===== src/rtl/ysyx_24080006_pkg.sv =====
`timescale 1ns/1ps
// Shared types and constants for the load/store unit.
// Purely declarative: no logic, no latency.
// Not applicable to backpressure.
package ysyx_24080006_pkg;

   typedef enum logic [1:0] {
      MEM_NONE  = 2'd0,
      MEM_LOAD  = 2'd1,
      MEM_STORE = 2'd2
   } mem_op_e;

   localparam logic [2:0] F3_B  = 3'd0;
   localparam logic [2:0] F3_H  = 3'd1;
   localparam logic [2:0] F3_W  = 3'd2;
   localparam logic [2:0] F3_BU = 3'd4;
   localparam logic [2:0] F3_HU = 3'd5;

   typedef enum logic [1:0] {
      S_IDLE = 2'd0,
      S_REQ  = 2'd1,
      S_RESP = 2'd2,
      S_OUT  = 2'd3
   } lsu_state_e;

endpackage


===== src/rtl/ysyx_24080006_lsu_align.sv =====
`timescale 1ns/1ps
// Access legality check, store lane formatting and load extraction/extension.
// Purely combinational, zero latency.
// No handshake; the caller decides when the outputs are used.
module ysyx_24080006_lsu_align
   import ysyx_24080006_pkg::*;
(
   input  logic        is_load,
   input  logic        is_store,
   input  logic [2:0]  funct3,
   input  logic [1:0]  addr_lo,
   input  logic [31:0] store_data,
   input  logic [31:0] rdata,
   output logic        bad,
   output logic [3:0]  wstrb,
   output logic [31:0] wdata,
   output logic [31:0] load_val
);

   logic [7:0]  byte_v;
   logic [15:0] half_v;

   // Illegal funct3 for the access kind, or a misaligned halfword/word address
   always_comb begin
      bad = 1'b0;
      if (is_load) begin
         case (funct3)
            F3_B, F3_BU: bad = 1'b0;
            F3_H, F3_HU: bad = addr_lo[0];
            F3_W:        bad = |addr_lo;
            default:     bad = 1'b1;
         endcase
      end else if (is_store) begin
         case (funct3)
            F3_B:    bad = 1'b0;
            F3_H:    bad = addr_lo[0];
            F3_W:    bad = |addr_lo;
            default: bad = 1'b1;
         endcase
      end
   end

   // Byte enables and lane-replicated write data for stores
   always_comb begin
      wstrb = 4'b1111;
      wdata = store_data;
      case (funct3)
         F3_B: begin
            wstrb = 4'b0001 << addr_lo;
            wdata = {4{store_data[7:0]}};
         end
         F3_H: begin
            wstrb = 4'b0011 << {addr_lo[1], 1'b0};
            wdata = {2{store_data[15:0]}};
         end
         default: begin
            wstrb = 4'b1111;
            wdata = store_data;
         end
      endcase
   end

   // Pick the addressed byte/halfword out of the aligned word and extend it
   always_comb begin
      byte_v   = rdata[{addr_lo, 3'b000} +: 8];
      half_v   = rdata[{addr_lo[1], 4'b0000} +: 16];
      load_val = rdata;
      case (funct3)
         F3_B:    load_val = {{24{byte_v[7]}}, byte_v};
         F3_BU:   load_val = {24'd0, byte_v};
         F3_H:    load_val = {{16{half_v[15]}}, half_v};
         F3_HU:   load_val = {16'd0, half_v};
         default: load_val = rdata;
      endcase
   end

endmodule


===== src/rtl/ysyx_24080006_lsu.sv =====
`timescale 1ns/1ps
// Load/store stage: one optional data-memory access between EXU and WBU.
// Latency: 1 cycle for non-memory ops, 3+ cycles for memory ops (plus bus waits).
// Backpressure: exu_ready only in IDLE; holds request/result until bus/WBU ready.
module ysyx_24080006_lsu
   import ysyx_24080006_pkg::*;
(
   input  logic        clock,
   input  logic        reset,
   input  logic        exu_valid,
   output logic        exu_ready,
   input  logic [31:0] exu_alu_res,
   input  logic [31:0] exu_store_data,
   input  logic [1:0]  exu_mem_op,
   input  logic [2:0]  exu_funct3,
   input  logic [4:0]  exu_rd_addr,
   input  logic        exu_wb,
   input  logic [31:0] exu_dnpc,
   input  logic        exu_jump,
   input  logic        exu_branch,
   output logic        wbu_valid,
   input  logic        wbu_ready,
   output logic [31:0] wbu_alu_res,
   output logic [4:0]  wbu_rd_addr,
   output logic        wbu_wb,
   output logic [31:0] wbu_dnpc,
   output logic        wbu_jump,
   output logic        wbu_branch,
   output logic        wbu_fault,
   output logic        mem_req_valid,
   input  logic        mem_req_ready,
   output logic [31:0] mem_req_addr,
   output logic        mem_req_wen,
   output logic [31:0] mem_req_wdata,
   output logic [3:0]  mem_req_wstrb,
   input  logic        mem_resp_valid,
   input  logic [31:0] mem_resp_rdata,
   input  logic        mem_resp_err
);

   lsu_state_e  state_q, state_d;
   logic [2:0]  funct3_q, funct3_d;
   logic        is_load_q, is_load_d;
   logic        wbu_valid_q, wbu_valid_d;
   logic [31:0] wbu_alu_res_q, wbu_alu_res_d;
   logic [4:0]  wbu_rd_addr_q, wbu_rd_addr_d;
   logic        wbu_wb_q, wbu_wb_d;
   logic [31:0] wbu_dnpc_q, wbu_dnpc_d;
   logic        wbu_jump_q, wbu_jump_d;
   logic        wbu_branch_q, wbu_branch_d;
   logic        wbu_fault_q, wbu_fault_d;
   logic        mem_req_valid_q, mem_req_valid_d;
   logic [31:0] mem_req_addr_q, mem_req_addr_d;
   logic        mem_req_wen_q, mem_req_wen_d;
   logic [31:0] mem_req_wdata_q, mem_req_wdata_d;
   logic [3:0]  mem_req_wstrb_q, mem_req_wstrb_d;

   logic        in_idle;
   logic        exu_is_load, exu_is_store;
   logic        al_is_load, al_is_store;
   logic [2:0]  al_funct3;
   logic [1:0]  al_addr_lo;
   logic        al_bad;
   logic [3:0]  al_wstrb;
   logic [31:0] al_wdata, al_load_val;

   assign in_idle      = (state_q == S_IDLE);
   assign exu_ready    = in_idle;
   assign exu_is_load  = (exu_mem_op == MEM_LOAD);
   assign exu_is_store = (exu_mem_op == MEM_STORE);

   // The aligner sees the incoming instruction in IDLE and the latched access afterwards
   assign al_is_load  = in_idle ? exu_is_load  : is_load_q;
   assign al_is_store = in_idle ? exu_is_store : 1'b0;
   assign al_funct3   = in_idle ? exu_funct3   : funct3_q;
   assign al_addr_lo  = in_idle ? exu_alu_res[1:0] : mem_req_addr_q[1:0];

   ysyx_24080006_lsu_align u_align (
      .is_load    (al_is_load),
      .is_store   (al_is_store),
      .funct3     (al_funct3),
      .addr_lo    (al_addr_lo),
      .store_data (exu_store_data),
      .rdata      (mem_resp_rdata),
      .bad        (al_bad),
      .wstrb      (al_wstrb),
      .wdata      (al_wdata),
      .load_val   (al_load_val)
   );

   // Next-state and next-output decode for the IDLE/REQ/RESP/OUT sequence
   always_comb begin
      state_d         = state_q;
      funct3_d        = funct3_q;
      is_load_d       = is_load_q;
      wbu_valid_d     = wbu_valid_q;
      wbu_alu_res_d   = wbu_alu_res_q;
      wbu_rd_addr_d   = wbu_rd_addr_q;
      wbu_wb_d        = wbu_wb_q;
      wbu_dnpc_d      = wbu_dnpc_q;
      wbu_jump_d      = wbu_jump_q;
      wbu_branch_d    = wbu_branch_q;
      wbu_fault_d     = wbu_fault_q;
      mem_req_valid_d = mem_req_valid_q;
      mem_req_addr_d  = mem_req_addr_q;
      mem_req_wen_d   = mem_req_wen_q;
      mem_req_wdata_d = mem_req_wdata_q;
      mem_req_wstrb_d = mem_req_wstrb_q;
      case (state_q)
         S_IDLE: begin
            if (exu_valid) begin
               funct3_d      = exu_funct3;
               is_load_d     = exu_is_load;
               wbu_alu_res_d = exu_alu_res;
               wbu_rd_addr_d = exu_rd_addr;
               wbu_dnpc_d    = exu_dnpc;
               wbu_jump_d    = exu_jump;
               wbu_branch_d  = exu_branch;
               wbu_fault_d   = 1'b0;
               if (!exu_is_load && !exu_is_store) begin
                  wbu_wb_d    = exu_wb;
                  wbu_valid_d = 1'b1;
                  state_d     = S_OUT;
               end else if (al_bad) begin
                  wbu_wb_d    = 1'b0;
                  wbu_fault_d = 1'b1;
                  wbu_valid_d = 1'b1;
                  state_d     = S_OUT;
               end else begin
                  // Stores never write rd; loads keep the EXU's write enable
                  wbu_wb_d        = exu_is_load ? exu_wb : 1'b0;
                  mem_req_valid_d = 1'b1;
                  mem_req_addr_d  = exu_alu_res;
                  mem_req_wen_d   = exu_is_store;
                  mem_req_wdata_d = al_wdata;
                  mem_req_wstrb_d = exu_is_store ? al_wstrb : 4'b0000;
                  state_d         = S_REQ;
               end
            end
         end
         S_REQ: begin
            if (mem_req_ready) begin
               mem_req_valid_d = 1'b0;
               state_d         = S_RESP;
            end
         end
         S_RESP: begin
            if (mem_resp_valid) begin
               if (mem_resp_err) begin
                  wbu_fault_d = 1'b1;
                  wbu_wb_d    = 1'b0;
               end else if (is_load_q) begin
                  wbu_alu_res_d = al_load_val;
               end
               wbu_valid_d = 1'b1;
               state_d     = S_OUT;
            end
         end
         S_OUT: begin
            if (wbu_ready) begin
               wbu_valid_d = 1'b0;
               state_d     = S_IDLE;
            end
         end
         default: state_d = S_IDLE;
      endcase
   end

   // State and registered outputs, cleared by synchronous active-low reset
   always_ff @(posedge clock) begin
      if (!reset) begin
         state_q         <= S_IDLE;
         funct3_q        <= 3'd0;
         is_load_q       <= 1'b0;
         wbu_valid_q     <= 1'b0;
         wbu_alu_res_q   <= 32'd0;
         wbu_rd_addr_q   <= 5'd0;
         wbu_wb_q        <= 1'b0;
         wbu_dnpc_q      <= 32'd0;
         wbu_jump_q      <= 1'b0;
         wbu_branch_q    <= 1'b0;
         wbu_fault_q     <= 1'b0;
         mem_req_valid_q <= 1'b0;
         mem_req_addr_q  <= 32'd0;
         mem_req_wen_q   <= 1'b0;
         mem_req_wdata_q <= 32'd0;
         mem_req_wstrb_q <= 4'd0;
      end else begin
         state_q         <= state_d;
         funct3_q        <= funct3_d;
         is_load_q       <= is_load_d;
         wbu_valid_q     <= wbu_valid_d;
         wbu_alu_res_q   <= wbu_alu_res_d;
         wbu_rd_addr_q   <= wbu_rd_addr_d;
         wbu_wb_q        <= wbu_wb_d;
         wbu_dnpc_q      <= wbu_dnpc_d;
         wbu_jump_q      <= wbu_jump_d;
         wbu_branch_q    <= wbu_branch_d;
         wbu_fault_q     <= wbu_fault_d;
         mem_req_valid_q <= mem_req_valid_d;
         mem_req_addr_q  <= mem_req_addr_d;
         mem_req_wen_q   <= mem_req_wen_d;
         mem_req_wdata_q <= mem_req_wdata_d;
         mem_req_wstrb_q <= mem_req_wstrb_d;
      end
   end

   assign wbu_valid     = wbu_valid_q;
   assign wbu_alu_res   = wbu_alu_res_q;
   assign wbu_rd_addr   = wbu_rd_addr_q;
   assign wbu_wb        = wbu_wb_q;
   assign wbu_dnpc      = wbu_dnpc_q;
   assign wbu_jump      = wbu_jump_q;
   assign wbu_branch    = wbu_branch_q;
   assign wbu_fault     = wbu_fault_q;
   assign mem_req_valid = mem_req_valid_q;
   assign mem_req_addr  = mem_req_addr_q;
   assign mem_req_wen   = mem_req_wen_q;
   assign mem_req_wdata = mem_req_wdata_q;
   assign mem_req_wstrb = mem_req_wstrb_q;

endmodule


===== config.mk =====
export PLATFORM = sky130hd
export DESIGN_NAME = ysyx_24080006_lsu
export DESIGN_NICKNAME = d
export VERILOG_FILES = /design/src/rtl/ysyx_24080006_pkg.sv /design/src/rtl/ysyx_24080006_lsu_align.sv /design/src/rtl/ysyx_24080006_lsu.sv
export SDC_FILE = /design/constraint.sdc
export NUM_CORES = 1
export LEC_CHECK = 0
export CORE_MARGIN = 2
export CORE_UTILIZATION = 40
export CTS_BUF_LIST = sky130_fd_sc_hd__clkbuf_16
export DETAILED_ROUTE_END_ITERATION = 7
export GPL_TIMING_DRIVEN = 1
export PLACE_DENSITY = 0.77
export RECOVER_POWER = 100
export REMOVE_ABC_BUFFERS = 1
export SLEW_MARGIN = 20
export SYNTH_ARGS = -nofsm -noshare
export SYNTH_HDL_FRONTEND = slang
export SYNTH_HIERARCHICAL = 1
export SYNTH_SLANG_ARGS = --single-unit
export TNS_END_PERCENT = 100

===== constraint.sdc =====
create_clock -name clock -period 3.2 [get_ports clock]
set_input_delay 0.32 -clock clock [delete_from_list [all_inputs] [get_ports clock]]
set_output_delay 0.32 -clock clock [all_outputs]
set_load 0.01 [all_outputs]

== Yosys cells after proc, flatten, opt, wreduce, memory -nomap -nowiden ==
Cells that the tools add are included.

* Memory bits (read-only): 0
* Bits in latches: 0
* Register bits after elaboration: 150
* Memories: 0
* Bits of input ports: 148
* Bits in writable memories: 0

* $add $sub $neg: 0
* Multipliers: 0
* Equal/unequal tests: 19
* Shift operators: 4
* Reductions and logical operators: 18
* Divide/modulo/power cells: 0
* Muxes and demuxes: 48
* Magnitude comparators: 0
* Bitwise gates (word level): 2

{| class="wikitable"
|+ Operators with widths
! operator !! number
|-
| 2-to-1 mux 32 bit || 4
|-
| one-hot mux 32 bit (2 select lines) || 2
|-
| one-hot mux 32 bit (4 select lines) || 1
|-
| variable part select 32 x 6 -> 16 bit || 1
|-
| variable part select 32 x 6 -> 8 bit || 1
|-
| 2-to-1 mux 1 bit || 24
|-
| != test 2 bit (second input constant) || 9
|-
| AND reduction 5 bit || 3
|-
| 2-to-1 mux 2 bit || 7
|-
| AND reduction 4 bit || 3
|-
| one-hot mux 1 bit (3 select lines) || 3
|-
| one-hot mux 2 bit (4 select lines) || 1
|-
| one-hot mux 4 bit (2 select lines) || 1
|-
| == test 2 bit (second input constant) || 3
|-
| == test 3 bit (second input constant) || 2
|-
| one-hot mux 1 bit (2 select lines) || 3
|-
| OR reduction 2 bit || 3
|-
| == test 2 x 1 -> 1 bit (second input constant) || 2
|-
| 2-to-1 mux 4 bit || 1
|-
| nonzero test 2 bit || 2
|-
| left shift 1 x 2 -> 4 bit (first input constant) || 1
|-
| left shift 2 x 2 -> 4 bit (first input constant) || 1
|-
| == test 3 x 1 -> 1 bit (second input constant) || 1
|-
| == test 3 x 2 -> 1 bit (second input constant) || 1
|-
| 9 further kinds || 11
|}

== Logic depth before layout (Yosys ltp) ==
* Word-level depth: 10
* Mapped depth: 15
* Mapped depth without buffers: 11

== By module ==
Netlist, hierarchy kept.

{| class="wikitable"
|+ By module, submodules not included
! module !! cells an instance !! instances !! area an instance (µm²)
|-
| ysyx_24080006_lsu || 738 || 1 || 6313.6
|-
| ysyx_24080006_lsu_align || 199 || 1 || 1192.4
|}

== Least setup slack after synthesis ==
No wires, ideal clock.

* Path kind: reg-to-reg
* Start: register state_q[0]
* End: register mem_req_addr_q[26] (netlist: mem_req_addr[26])
* Arrival: 3.031 ns
* Period minus slack after synthesis: 3.153 ns
* Setup slack: 0.047 ns
* Buffers on the path: 5
* Library setup time: 0.122 ns
* Cell stages (with the launch flop): 16
* Path through: dfxtp_1 -> inv_1 -> ha_1 -> buf_2 -> clkbuf_1 -> mux2_2 -> buf_2 -> or3_1 -> a21oi_1 -> nor2_1 -> nor2_1 -> nand2_4 -> buf_6 -> buf_6 -> nand2_1 -> a21boi_0

* Cells in the longest elaborated chain, start to end: 8
* Elaborated cells between the ends (all ways): 19
* Those cells by class: eq/ne: 4; mux: 8; bitwise: 1; reduce/logical: 6

{| class="wikitable"
|+ RTL lines
! item !! line !! text
|-
| start, declared || ysyx_24080006_lsu.sv:41 || <nowiki>lsu_state_e state_q, state_d;</nowiki>
|-
| start signal, assigned || ysyx_24080006_lsu.sv:189 || <nowiki>state_q <= state_d;</nowiki>
|-
| logical NOT 2 bit (*) || ysyx_24080006_lsu.sv:67 || <nowiki>assign in_idle = (state_q == S_IDLE);</nowiki>
|-
| named net exu_ready || ysyx_24080006_lsu.sv:11 || <nowiki>output logic exu_ready,</nowiki>
|-
| 2-to-1 mux 2 bit (*) || ysyx_24080006_lsu.sv:76 || <nowiki>assign al_addr_lo = in_idle ? exu_alu_res[1:0] : mem_req_addr_q[1:0];</nowiki>
|-
| named net al_addr_lo[1] || ysyx_24080006_lsu.sv:62 || <nowiki>logic [1:0] al_addr_lo;</nowiki>
|-
| OR reduction 2 bit (*) || ysyx_24080006_lsu_align.sv:30, ysyx_24080006_lsu_align.sv:37 ||
|-
| one-hot mux 1 bit (3 select lines) || ysyx_24080006_lsu_align.sv:34 || <nowiki>case (funct3)</nowiki>
|-
| 2-to-1 mux 1 bit || ysyx_24080006_lsu_align.sv:33 || <nowiki>end else if (is_store) begin</nowiki>
|-
| 2-to-1 mux 1 bit (*) || ysyx_24080006_lsu_align.sv:26 || <nowiki>if (is_load) begin</nowiki>
|-
| named net al_bad || ysyx_24080006_lsu.sv:63 || <nowiki>logic al_bad;</nowiki>
|-
| inverter 1 bit (no source line) (*) || -- ||
|-
| AND reduction 4 bit (no source line) (*) || -- ||
|-
| end signal, assigned || ysyx_24080006_lsu.sv:201 || <nowiki>mem_req_addr_q <= mem_req_addr_d;</nowiki>
|-
| end, declared || ysyx_24080006_lsu.sv:53 || <nowiki>logic [31:0] mem_req_addr_q, mem_req_addr_d;</nowiki>
|}

Mark *: on every way through the listed nets, which the timed path passes. The rest lies on a longest branch.
A chain may end at the register's enable or synchronous reset.

== Worst setup path in the final report ==
* Start: register state_q[0]
* End: register wbu_alu_res_q[25] (netlist: wbu_alu_res[25])

* Cells in the longest elaborated chain, start to end: 8
* Elaborated cells between the ends (all ways): 21
* Those cells by class: eq/ne: 8; shift: 2; mux: 7; reduce/logical: 4

{| class="wikitable"
|+ RTL lines
! item !! line !! text
|-
| logical NOT 2 bit (*) || ysyx_24080006_lsu.sv:67 ||
|-
| 2-to-1 mux 3 bit (*) || ysyx_24080006_lsu.sv:75 || <nowiki>assign al_funct3 = in_idle ? exu_funct3 : funct3_q;</nowiki>
|-
| named net al_funct3[1] || ysyx_24080006_lsu.sv:61 || <nowiki>logic [2:0] al_funct3;</nowiki>
|-
| == test 3 bit (tied with other cells) || ysyx_24080006_lsu_align.sv:68 || <nowiki>case (funct3)</nowiki>
|-
| one-hot mux 32 bit (4 select lines) (*) || ysyx_24080006_lsu_align.sv:68 ||
|-
| named net al_load_val[25] || ysyx_24080006_lsu.sv:65 || <nowiki>logic [31:0] al_wdata, al_load_val;</nowiki>
|-
| 2-to-1 mux 32 bit (*) || ysyx_24080006_lsu.sv:152 || <nowiki>end else if (is_load_q) begin</nowiki>
|-
| 2-to-1 mux 32 bit (*) || ysyx_24080006_lsu.sv:149 || <nowiki>if (mem_resp_err) begin</nowiki>
|-
| 2-to-1 mux 32 bit (*) || ysyx_24080006_lsu.sv:148 || <nowiki>if (mem_resp_valid) begin</nowiki>
|-
| one-hot mux 32 bit (2 select lines) (*) || ysyx_24080006_lsu.sv:109 || <nowiki>case (state_q)</nowiki>
|-
| end signal, assigned || ysyx_24080006_lsu.sv:193 || <nowiki>wbu_alu_res_q <= wbu_alu_res_d;</nowiki>
|-
| end, declared || ysyx_24080006_lsu.sv:45 || <nowiki>logic [31:0] wbu_alu_res_q, wbu_alu_res_d;</nowiki>
|}

Mark *: on every way through the listed nets, which the timed path passes. The rest lies on a longest branch. The select of a mux whose other input is x is not followed.

==> impl_metrics.ini <==
[timing]
relSlewSlack = 0.395
slew_violations = 0
tightest_slew_ns = 0.907
fin_ws_ns = 0.237
timing.fmax_ghz = 0.337
min_period_over_period = 0.926
final_hold_viol_count = 0
finalSetupViolations = 0
skew_ns = 0.00730
fin_crit_ns = 2.96
grt_setup_unrepaired = no

[setup_path]
critPathLaunchType = register
reg2reg_depth = 12
worstPathArrival_ns = 3.33
required_ns = 3.57
cp-end-kind = register
worstPathMaxFanout = 45
path_class = register to register

[outcome]
status = finished, final reports clean

[logic_synthesis]
synth_edf_count = 0
synthAdderAreaFrac = 0.0150
synth.most_common_cell = nand2_1
yosysTopAreaCell = dfxtp_1
syn_avg_cell_area_sq_um = 8.01
synth_compound_area_frac = 0.258
synth_ff_type = dfxtp_1
yosysSeqAreaShare = 0.400
synth_area_sq_um = 7510
synth_mux_area_frac = 0.0522
synthXorXnorAreaFrac = 0
synth-simple-area-share = 0.195
synthTopCellsByArea = dfxtp_1 (40%), nand2_1 (14%), a21boi_0 (9.9%)
synth_cell_types = 45
ys.warnings.count = 6
synth-seq-cells = 150
synth_top_family_by_area = compound AO/OA/AOI/OAI gates
async_reset_ff_frac = 0
synth_top_cells_by_count = nand2_1 (273), dfxtp_1 (150), a21boi_0 (99)
synth_top_area_frac = 0.400
syn_inst = 937

[clock_tree]
cts_tree = yes
h-tree-depth = 4
clk_pin_slew_worst_paths_ns = 0.06
clock-sinks = 150
cts_root_buf = clkbuf_16
cts_buffers = 17
cts.path.max_buffers = 2
clkLatencyLatePin_ns = 0.42

[die]
die-area_sq_um = 19900
start_util = 0.404
core_sq_um = 18600
die_w_um = 141
ios = 293
chipHeight_um = 141
rows = 50

[layout]
num-nets-final = 1342
finalNonFillerCells = 1432
layout-drive-gt1-share = 0.0961
final_area_sq_um = 11100
area_growth_pct = 47.9
fill_cells = 1655

[global_route]
grt_pass1_vias = 7042
grt_antenna_before_repair = 2
grt_pass1_wl_um = 36900
grt_overflow_total = 0
track_usage = 0.232
grt_max_degree = 66

[placed_design]
post_dp_cell_area_sq_um = 10500
routabilityCongestion = 0.800
hpwl_um = 16400
dp.cells = 1400
post-place-ws_ns = 0.191
port_buffers = 292

[power_and_ir_drop]
powerDensity_nw_per_um2 = 734
power_w = 0.00815
cellLeakagePower_nw = 4.64
vdd_drop_max_mv = 0.465

[route]
vias = 7400
drtPass1Iterations = 5
drtIter0Drc = 363
wl_per_cell_um = 16.3
wl_um = 23400
ant_nets = 0
drc_errors = 0
vias_per_cell = 5.17

[job]
cap_viol_max_count = 0

[min_path]
hold_path_class = input port to register
hold_path_depth = 2
## critical path: stages, from the launching register on
cell and delay (ns):
dfxtp_1 0.34, inv_1 0.15, ha_2 0.26, buf_4 0.20, mux2_2 0.36, buf_4 0.27
nor3_4 0.30, nand2_4 0.13, o21a_2 0.28, nand2_1 0.14, inv_1 0.05, a32oi_1 0.20
o221a_2 0.21
## path summary, 6_finish.rpt
| check | startpoint | slack [ns] | to |
|---|---|---|---|
| max | state_q[0] | 0.24 | wbu_alu_res[25] |
| min | reset | 0.41 | mem_req_wdata[16] |
| max reg2reg | state_q[0] | 0.24 | wbu_alu_res[25] |
| min reg2reg | mem_req_addr[22] | 0.45 | mem_req_addr[22] |
## through the flow
stage / util / hold WS, ns / TNS [ns]
final: 0.598 / 0.407 / 0
after global routing: 0.598 / 0.436 / 0
after CTS: 0.598 / 0.413 / 0
after detailed placement: 0.565 / 0.446 / 0
after global placement: 0.565 / 0.437 / 0
after floorplan: - / 0.428 / -93.95
## sequential cells by signal, summed over array words and instances, names as in the netlist, 2 cells and up
name,count
funct3_q,3
mem_req_addr,32
mem_req_wdata,32
mem_req_wstrb,4
state_q,2
wbu_alu_res,32
wbu_dnpc,32
wbu_rd_addr,5
## area by class of cell
| cell class | instances | area (sq um) | share of cell area |
|---|---|---|---|
| Multi-Input combinational cell | 658 | 3910 | 0.352 |
| Clock buffer | 17 | 425 | 0.0383 |
| Tap cell | 234 | 293 | 0.0264 |
| Antenna cell | 1 | 2.50 | 0.000225 |
| Timing Repair Buffer | 315 | 3120 | 0.281 |
| Inverter | 43 | 161 | 0.0145 |
| Sequential cell | 150 | 3000 | 0.270 |
| Clock inverter | 14 | 186 | 0.0168 |
## layer usage
layer,track usage,part of all wire,up-vias
li1,-,-,3675
met1,0.281,0.41,3416
met2,0.388,0.48,274
met3,0.0812,0.091,33
met4,0.0753,0.018,2
met5,0,0.00047,-
## report_power, final
group | switching [W] | internal [W]
clock | 0.000804 | 0.00130
sequential | 0.000187 | 0.00225
combinational | 0.00199 | 0.00162
## what timing repair did
| item | 4_1_cts | 5_1_grt |
|---|---|---|
| endpoints found under the setup margin | 0 | 6 |
| gates resized for setup | 0 | 1 |
| endpoints found under the hold margin | 0 | 0 |
| buffers inserted | 0 | 0 |
| hold buffers | 0 | 0 |
## logic make-up (layout without fill, tap and decap cells)
group                      after synthesis  after routing
AOI/OAI and AO/OA                      252            252
adders and majority gates                9              9
DFF                                    150            150
muxes                                   35             35
and+or+nand+nor                        362            362
other                                    0              1
buffers and inverters                  129            389
## layout by cell type (no fill, tap or decap), drive strengths merged, types with 11 or more instances in the layout
cell type | Yosys | final
o21ai | 11 | 11
nand2 | 276 | 276
dlygate4sd3 | 0 | 144
a21boi | 120 | 120
dfxtp | 150 | 150
mux2i | 11 | 11
a21oi | 33 | 33
inv | 43 | 46
clkbuf | 34 | 20
o221a | 32 | 32
clkdlybuf4s50 | 0 | 147
buf | 52 | 21
a32oi | 25 | 25
nor2 | 58 | 58
mux2 | 23 | 23
Note: power is estimated with default switching activity, not from simulation.
